`src/rtl/debug_uart_tx_if.sv`:
```
// Character stream and status signals shared between the debug producer and the UART transmitter.
interface debug_uart_tx_if #(
  parameter int ASCII_WIDTH = 8,
  parameter int FIFO_DEPTH  = 16
);
  localparam int LW = $clog2(FIFO_DEPTH) + 1;

  logic                   sig;
  logic [ASCII_WIDTH-1:0] ascii;
  logic                   tx;
  logic                   busy;
  logic [LW-1:0]          fifo_level;
  logic                   overflow;

  modport master (
    output sig,
    output ascii,
    input  tx,
    input  busy,
    input  fifo_level,
    input  overflow
  );

  modport slave (
    input  sig,
    input  ascii,
    output tx,
    output busy,
    output fifo_level,
    output overflow
  );
endinterface

```
`src/rtl/debug_uart_tx.sv`:
```
// Buffers strobed debug characters in a small FIFO and serializes them as 8N1 UART frames.
// state | meaning: IDLE tx high, pop when FIFO non-empty | START start bit | DATA LSB-first data bits | STOP stop bit
module debug_uart_tx #(
  parameter int ASCII_WIDTH  = 8,
  parameter int CLKS_PER_BIT = 868,
  parameter int FIFO_DEPTH   = 16
) (
  input logic             clk,
  input logic             res,
  debug_uart_tx_if.slave  dbg
);

  localparam int PW = $clog2(FIFO_DEPTH);
  localparam int LW = PW + 1;
  localparam int BW = $clog2(CLKS_PER_BIT);
  localparam int IW = (ASCII_WIDTH > 1) ? $clog2(ASCII_WIDTH) : 1;

  typedef enum logic [1:0] {
    S_IDLE,
    S_START,
    S_DATA,
    S_STOP
  } state_t;

  state_t                 state_q, state_d;
  logic [BW-1:0]          baud_q, baud_d;
  logic [IW-1:0]          bit_q, bit_d;
  logic [ASCII_WIDTH-1:0] shift_q, shift_d;
  logic                   tx_q, tx_d;
  logic [PW-1:0]          wptr_q, rptr_q;
  logic [LW-1:0]          level_q, level_d;
  logic                   ovf_q, ovf_d;
  logic [ASCII_WIDTH-1:0] mem_q [FIFO_DEPTH];

  logic full, empty, push, pop, baud_end;

  assign full     = (level_q == LW'(FIFO_DEPTH));
  assign empty    = (level_q == '0);
  assign push     = dbg.sig && !full;
  assign baud_end = (baud_q == BW'(CLKS_PER_BIT - 1));

  always_comb begin
    state_d = state_q;
    baud_d  = baud_q;
    bit_d   = bit_q;
    shift_d = shift_q;
    pop     = 1'b0;
    unique case (state_q)
      S_IDLE: begin
        if (!empty) begin
          pop     = 1'b1;
          shift_d = mem_q[rptr_q];
          baud_d  = '0;
          state_d = S_START;
        end
      end
      S_START: begin
        if (baud_end) begin
          baud_d  = '0;
          bit_d   = '0;
          state_d = S_DATA;
        end else begin
          baud_d = baud_q + BW'(1);
        end
      end
      S_DATA: begin
        if (baud_end) begin
          baud_d  = '0;
          shift_d = shift_q >> 1;
          if (bit_q == IW'(ASCII_WIDTH - 1)) begin
            state_d = S_STOP;
          end else begin
            bit_d = bit_q + IW'(1);
          end
        end else begin
          baud_d = baud_q + BW'(1);
        end
      end
      S_STOP: begin
        if (baud_end) begin
          baud_d  = '0;
          state_d = S_IDLE;
        end else begin
          baud_d = baud_q + BW'(1);
        end
      end
      default: state_d = S_IDLE;
    endcase
  end

  // tx is registered from the next state so the line changes together with the state.
  always_comb begin
    tx_d = 1'b1;
    unique case (state_d)
      S_START: tx_d = 1'b0;
      S_DATA:  tx_d = shift_d[0];
      default: tx_d = 1'b1;
    endcase
  end

  always_comb begin
    level_d = level_q;
    unique case ({push, pop})
      2'b10:   level_d = level_q + LW'(1);
      2'b01:   level_d = level_q - LW'(1);
      default: level_d = level_q;
    endcase
  end

  // A strobe into a full FIFO is lost even if the transmitter pops in the same cycle.
  assign ovf_d = ovf_q || (dbg.sig && full);

  always_ff @(posedge clk or posedge res) begin
    if (res) begin
      state_q <= S_IDLE;
      baud_q  <= '0;
      bit_q   <= '0;
      shift_q <= '0;
      tx_q    <= 1'b1;
      wptr_q  <= '0;
      rptr_q  <= '0;
      level_q <= '0;
      ovf_q   <= 1'b0;
    end else begin
      state_q <= state_d;
      baud_q  <= baud_d;
      bit_q   <= bit_d;
      shift_q <= shift_d;
      tx_q    <= tx_d;
      level_q <= level_d;
      ovf_q   <= ovf_d;
      if (push) wptr_q <= wptr_q + PW'(1);
      if (pop)  rptr_q <= rptr_q + PW'(1);
    end
  end

  always_ff @(posedge clk) begin
    if (push) mem_q[wptr_q] <= dbg.ascii;
  end

  assign dbg.tx         = tx_q;
  assign dbg.busy       = (state_q != S_IDLE) || !empty;
  assign dbg.fifo_level = level_q;
  assign dbg.overflow   = ovf_q;

endmodule

```
`src/flat_wrapper.sv`:
```
// flat-port wrapper written by rule: the top's interface ports become plain ports
module debug_uart_tx_flat 
#(
  parameter int ASCII_WIDTH  = 8,
  parameter int CLKS_PER_BIT = 868,
  parameter int FIFO_DEPTH   = 16
)
  (clk, res, dbg_sig, dbg_ascii, dbg_tx, dbg_busy, dbg_fifo_level, dbg_overflow);
  debug_uart_tx_if #(.ASCII_WIDTH(ASCII_WIDTH), .FIFO_DEPTH(FIFO_DEPTH)) dbg_i ();
  input logic clk;
  input logic res;
  input wire logic [$bits(dbg_i.sig)-1:0] dbg_sig;
  input wire logic [$bits(dbg_i.ascii)-1:0] dbg_ascii;
  output wire logic [$bits(dbg_i.tx)-1:0] dbg_tx;
  output wire logic [$bits(dbg_i.busy)-1:0] dbg_busy;
  output wire logic [$bits(dbg_i.fifo_level)-1:0] dbg_fifo_level;
  output wire logic [$bits(dbg_i.overflow)-1:0] dbg_overflow;
  assign dbg_i.sig = dbg_sig;
  assign dbg_i.ascii = dbg_ascii;
  assign dbg_tx = dbg_i.tx;
  assign dbg_busy = dbg_i.busy;
  assign dbg_fifo_level = dbg_i.fifo_level;
  assign dbg_overflow = dbg_i.overflow;
  debug_uart_tx #(.ASCII_WIDTH(ASCII_WIDTH), .CLKS_PER_BIT(CLKS_PER_BIT), .FIFO_DEPTH(FIFO_DEPTH)) u_core (.clk(clk), .res(res), .dbg(dbg_i));
endmodule
```
`config.mk`:
```
export PLATFORM = sky130hd
export DESIGN_NAME = debug_uart_tx_flat
export DESIGN_NICKNAME = d
export VERILOG_FILES = /design/src/rtl/debug_uart_tx_if.sv /design/src/rtl/debug_uart_tx.sv /design/src/flat_wrapper.sv
export SDC_FILE = /design/constraint.sdc
export NUM_CORES = 1
export LEC_CHECK = 0
export ABC_AREA = 1
export CORE_MARGIN = 4
export CORE_UTILIZATION = 45
export CTS_CLUSTER_DIAMETER = 80
export DETAILED_ROUTE_END_ITERATION = 10
export PLACE_DENSITY = 0.6
export SLEW_MARGIN = 20
export SYNTH_ARGS = -nofsm -noshare
export SYNTH_HDL_FRONTEND = slang
export SYNTH_SLANG_ARGS = --single-unit
```
`constraint.sdc`:
```
create_clock -name clk -period 3 [get_ports clk]
set_clock_uncertainty 0.15 [all_clocks]
set_input_delay 0.75 -clock clk [delete_from_list [all_inputs] [get_ports clk]]
set_output_delay 0.75 -clock clk [all_outputs]
set_load 0.02 [all_outputs]
```
==> results of run 1 <==
==> how the worst min path moves through the flow <==
stage / cells past startpoint / to
after floorplan: 1 / u_core.bit_q[0]
after global placement: 1 / u_core.bit_q[0]
after detailed placement: 1 / u_core.dbg.overflow
after CTS: 1 / u_core.dbg.overflow
after global routing: 1 / u_core.dbg.overflow
final: 1 / u_core.dbg.overflow
==> cells in the mapped netlist (all sizes together) (6+ instances only) <==
cell	instances	share of area
edfxtp	128	0.53
o21ai	69	0.047
inv	52	0.027
o211ai	18	0.019
clkbuf	7	0.0038
o22ai	8	0.0069
nand2	107	0.057
dfrtp	37	0.13
ha	12	0.021
nand4	6	0.0069
a21oi	16	0.013
xor2	14	0.017
nor2	93	0.052
nand3	45	0.033
buf	21	0.019
==> power breakdown <==
group / internal [mW] / switching, mW
sequential: 2.80 / 0.181
combinational: 0.525 / 1.00
clock: 1.24 / 0.893
total: 4.56 / 2.08
==> per-stage QoR <==
stage / area, um2 / cells / hold slack [ps] / utilization / power, mW
after floorplan: 7300 / 654 / 297 / - / 4.08
after CTS: 8390 / 923 / 329 / 0.528 / 6.69
after global routing: 8390 / 923 / 336 / 0.528 / 7.00
after detailed placement: 7820 / 891 / 311 / 0.492 / 4.55
final: 8390 / 923 / 324 / 0.528 / 6.64
after global placement: 7820 / 891 / 309 / 0.492 / 4.51
==> kinds of logic after synthesis <==
| logic type | Yosys count | share of synthesized area |
|---|---|---|
| XOR/XNOR | 17 | 0.0204 |
| adder cells (fa/ha/maj) | 12 | 0.0206 |
| AND/OR/NAND/NOR | 256 | 0.155 |
| AO/OA/AOI/OAI | 120 | 0.0960 |
| flip-flops | 166 | 0.657 |
| buffers and inverters | 83 | 0.0512 |
==> registers in the layout (all words and copies together) (netlist names) <==
signal and flops:
u_core.mem_q 128, u_core.dbg.fifo_level 5, u_core.rptr_q 4, u_core.bit_q 3, u_core.wptr_q 4, u_core.state_q 2, u_core.shift_q 8, u_core.dbg.tx 1
u_core.baud_q 10, u_core.dbg.overflow 1
==> metal layers <==
layer,global-route usage,wire length (um)
met4,0.0627,311
met5,0,0
met3,0.0435,674
met1,0.251,7390
met2,0.281,7420
==> area by class of cell <==
class                   instances  area [um2]  area share
flip-flops and latches        166        4800       0.571
clock inverters                13         146      0.0174
multi-input cells             405        2130       0.254
well taps                     216         270      0.0322
clock buffers                  19         433      0.0516
inverters                      55         206      0.0246
repair buffers                 49         412      0.0490
==> timing repair <==
item | in CTS | in global routing
endpoints found under the hold margin | 0 | 0
resized for setup | 1 | 0
setup endpoints to repair | 1 | 0
==> flow_summary_export.csv, run 1 <==
group,metric,value,unit
run_status,status,"finished, final reports clean",
min_path,min_path_type,"reg -> reg",
clocking,clock_latency,430,ps
critical_path,required,2100,ps
route,vias,4874,
die,die_h,135,um
finish,syn_to_final_growth,15.0,%
logic_synthesis,synth-async-reset-ratio,0.229,
clocking,htree_num_levels,4,
critical_path,r2r_cells,15,
critical_path,timing.rr.end,"u_core.dbg.fifo_level[4]",
timing,slew_headroom,0.416,
die,rows,46,
die,chipWidth,135,um
clocking,cts_sinks,166,
clocking,cts_tree,"yes",
placed_design,gp_congestion,0.871,
global_route,grt_util_all_layers,0.181,
logic_synthesis,netlist_area,0.00730,mm2
critical_path,path_delay_family,"simple AND/OR/NAND/NOR gates",
timing,period_needed,2800,ps
clocking,postCtsHoldBufs,0,
clocking,root_buffer,"clkbuf_16",
route,firstDrtPassIters,5,
logic_synthesis,ys.flop_type,"edfxtp_1",
critical_path,r2r_slack,380,ps
critical_path,slowest_delay,430,ps
clocking,cts_setup_buffers,0,
clocking,cts_buffers,17,
critical_path,endpoint_kind,"output pin",
critical_path,worstSetupStartpointType,"flop",
die,core,0.0159,mm2
pwr,leakagePower,3.21,nW
logic_synthesis,synth_seq_cells,166,
logic_synthesis,synth_edf_count,128,
finish,nets,717,
critical_path,cp_slowest_cell,"dfrtp_1",
route,drc,0,
pwr,powerDensity,791,mW/mm2
clocking,cts_buffer_depth,2,
placed_design,detailed_place_hpwl,10.3,mm
run,cap_violations,0,
critical_path,crit_path_end,"dbg_busy",
placed_design,port_buffers,18,
route,drtAntennaViolNets,0,
timing,setup_viol,0,
logic_synthesis,yosysUniqueCellTypes,41,
route,routed_via_density,5.28,
logic_synthesis,syn_area_per_cell,11.2,um2
die,start_util,0.460,
route,detailedRoute.firstIterationViolations,401,
pwr,ir_drop,0.425,mV
route,wirelength,15.8,mm
logic_synthesis,synth_fp_nets,677,
timing,max_freq,357,MHz
route,wl_per_cell,17.1,um
critical_path,r2r_start,"u_core.dbg.fifo_level[0]",
finish,diodes,0,
die,num_io_pins,19,
timing,slew_violations,0,
finish,fillCellCount,1401,
critical_path,worstSetupPathDepth,5,
timing,setup_tns,0,ps
critical_path,crit_path_cell_trace,"nor2_1, nand3b_1, nor2_2, inv_2, dlygate4sd2_1",
timing,hold_violations,0,
timing,finalCritPeriodShare,0.935,
critical_path,path_class,"reg -> out",
critical_path,cp_max_fo,12,
die,die_area,0.0183,mm2
logic_synthesis,synth_cells,654,
placed_design,place_ws,129,ps
global_route,grt_pass1_wl,25.3,mm
logic_synthesis,synth_warnings,0,
finish,drive_above_1_share,0.123,
global_route,grt_pass1_vias,4781,
critical_path,crit_arrival,1900,ps
finish,final_common_cell,"edfxtp_1",
critical_path,crit_buf_inv,2,
finish,layout_common_cells,"edfxtp_1 (128), nand2_1 (103), nor2_1 (87)",
global_route,grt_max_degree,75,
global_route,gr-total-overflow,0,
logic_synthesis,seq_area_frac_synth,0.657,
timing,setup_slack,196,ps
clocking,clk_pin_slew_worst_paths,60,ps
min_path,min-delay-start,"u_core.dbg.overflow",
global_route,antenna_found_initial,0,
timing,rsz0062_at_grt,"no",
timing,tightest_slew,876,ps
critical_path,crit_start,"u_core.dbg.fifo_level[0]",
Power figures use the tool's default switching activity.
==> run 2: changes to the inputs <==
--- a/config.mk
+++ b/config.mk
@@ -6,6 +6,7 @@
 export NUM_CORES = 1
 export LEC_CHECK = 0
 export ABC_AREA = 1
+export CAP_MARGIN = 20
 export CORE_MARGIN = 4
 export CORE_UTILIZATION = 45
 export CTS_CLUSTER_DIAMETER = 80
==> results of run 2 <==
The final DEF is identical to that of run 1; final timing and power are the same.
==> run 3: changes to the inputs <==
--- a/config.mk
+++ b/config.mk
@@ -6,12 +6,13 @@
 export NUM_CORES = 1
 export LEC_CHECK = 0
 export ABC_AREA = 1
+export ABC_CLOCK_PERIOD_IN_PS = 2300
 export CAP_MARGIN = 20
 export CORE_MARGIN = 4
 export CORE_UTILIZATION = 45
 export CTS_CLUSTER_DIAMETER = 80
 export DETAILED_ROUTE_END_ITERATION = 10
-export PLACE_DENSITY = 0.6
+export PLACE_DENSITY = 0.62
 export SLEW_MARGIN = 20
 export SYNTH_ARGS = -nofsm -noshare
 export SYNTH_HDL_FRONTEND = slang
==> constraint.sdc (replaced) <==
create_clock -name clk -period 2.3 [get_ports clk]
set_clock_uncertainty 0.15 [all_clocks]
set_input_delay 0.575 -clock clk [delete_from_list [all_inputs] [get_ports clk]]
set_output_delay 0.575 -clock clk [all_outputs]
set_load 0.02 [all_outputs]
==> flow_summary_export.csv, run 3 (synthesized netlist as in run 1, its figures left out) <==
group,metric,value,unit
timing,finalCritPeriodShare,0.971,
route,highest_layer,"met4",
placed_design,port_buffers,18,
timing,rsz0062_at_grt,"yes",
die,rows,46,
global_route,grt_util_all_layers,0.185,
route,firstDrtPassIters,7,
timing,worst_hold_slack,328,ps
finish,nets,743,
min_path,min-delay-start,"u_core.bit_q[0]",
global_route,grt_max_degree,58,
run,cap_violations,0,
min_path,worstHoldPathCells,1,
critical_path,r2r_slack,110,ps
clocking,cts_sinks,166,
finish,top_regs,"u_core.mem_q: 128 flops, u_core.baud_q: 10 flops, u_core.shift_q: 8 flops",
die,die_area,0.0183,mm2
clocking,htree_num_levels,4,
finish,diodes,0,
clocking,cts_buffer_depth,2,
placed_design,detailed_place_hpwl,10.9,mm
timing,period_needed,2230,ps
route,wl_met3,945,um
finish,final_util,0.546,
critical_path,required,1570,ps
run_status,status,"finished, final reports clean",
timing,max_freq,448,MHz
timing,setup_viol,0,
clocking,clock_latency,420,ps
clocking,clk_pin_slew_worst_paths,60,ps
clocking,cts_tree,"yes",
critical_path,endpoint_kind,"output pin",
global_route,grt_pass1_vias,4850,
critical_path,cp_max_fo,4,
finish,drive_above_1_share,0.180,
timing,tightest_slew,540,ps
route,drtAntennaViolNets,0,
pwr,ir_drop,0.832,mV
die,start_util,0.460,
die,core,0.0159,mm2
critical_path,path_class,"reg -> out",
min_path,min_to,"u_core.bit_q[0]",
finish,syn_to_final_growth,18.8,%
die,die_h,135,um
route,routed_via_density,5.21,
route,vias,4946,
route,wirelength,16.4,mm
global_route,grt_pass1_wl,25.6,mm
global_route,antenna_found_initial,0,
timing,slew_violations,0,
timing,slew_headroom,0.638,
die,chipWidth,135,um
clocking,root_buffer,"clkbuf_16",
timing,hold_violations,0,
critical_path,crit_arrival,1510,ps
pwr,power.total,8.85,mW
clocking,postCtsHoldBufs,0,
critical_path,timing.rr.end,"u_core.dbg.fifo_level[4]",
min_path,min_path_type,"reg -> reg",
die,num_io_pins,19,
critical_path,worstSetupStartpointType,"flop",
pwr,leakagePower,3.39,nW
pwr,powerDensity,1020,mW/mm2
route,detailedRoute.firstIterationViolations,421,
placed_design,gp_congestion,0.850,
critical_path,r2r_cells,15,
route,wl_per_cell,17.3,um
critical_path,r2r_start,"u_core.dbg.fifo_level[0]",
global_route,gr-total-overflow,0,
route,wl_met1,7.23,mm
finish,layout_common_cells,"edfxtp_1 (128), nand2_1 (100), nor2_1 (85)",
route,drc,0,
finish,top_register,"u_core.mem_q",
route,met2_wirelength,7.99,mm
finish,final_common_cell,"edfxtp_1",
finish,largest_register_ffs,128,
clocking,cts_buffers,17,
[run 3: cell types whose count changed in the layout (fill, tap and decap cells not counted), sizes merged, moves of 2 or more]
cell	change
clkdlybuf4s50	-4
buf	+27
clkbuf	-2
dlymetal6s2s	+4
inv	+3
[run 3: final cells by class]
class                      count  area [um2]
clock buffer                  17         425
clock inverter                15         141
fill                        1376        7210
inverter                      55         206
multi-input combinational    405        2180
sequential                   166        4800
tap                          216         270
timing repair buffer          75         644
[run 3: how the worst max path moves through the flow]
stage / from / end / slack, ps / cells past startpoint
after floorplan: u_core.dbg.fifo_level[1] / u_core.dbg.fifo_level[4] / 9 / 16
after global placement: dbg_sig / u_core.mem_q[5][1] / -270 / 7
after detailed placement: dbg_sig / u_core.mem_q[5][5] / -300 / 7
after CTS: u_core.dbg.fifo_level[1] / dbg_fifo_level[1] / 8 / 2
after global routing: u_core.dbg.fifo_level[0] / u_core.dbg.fifo_level[4] / -30 / 15
final: u_core.dbg.fifo_level[4] / dbg_fifo_level[4] / 70 / 2
[run 3: worst max-delay path, stage by stage, from the launching register on]
cell	delay (ps)
dfrtp_1	350
buf_4	140
clkdlybuf4s50_1	610
[run 3: through the flow]
step                      setup WS [ps]  instance area [um2]  TNS [ps]  instances
after floorplan                    8.60                 7330         0        654
after global placement             -271                 8050    -16030        915
after detailed placement           -298                 8050    -20940        915
after CTS                          7.54                 8620         0        948
after global routing              -30.5                 8670     -30.5        949
final                              66.4                 8670         0        949
[run 3: what timing repair did]
item	CTS	global route
pin swaps	2	4
setup buffers	1	1
endpoints found under the hold margin	0	0
gates resized for setup	5	13
cloned	0	0
endpoints found under the setup margin	1	6
[run 3: routing by layer]
metal,global-route usage,vias to the layer above
met1,0.245,2398
met3,0.0420,18
met5,0,-
met2,0.311,131
li1,-,2399
met4,0.0493,0
[run 3: power by group]
part | internal, mW | switching, mW | total [mW]
clock | 1.52 | 1.21 | 2.73
sequential | 3.66 | 0.219 | 3.88
combinational | 0.792 | 1.45 | 2.24
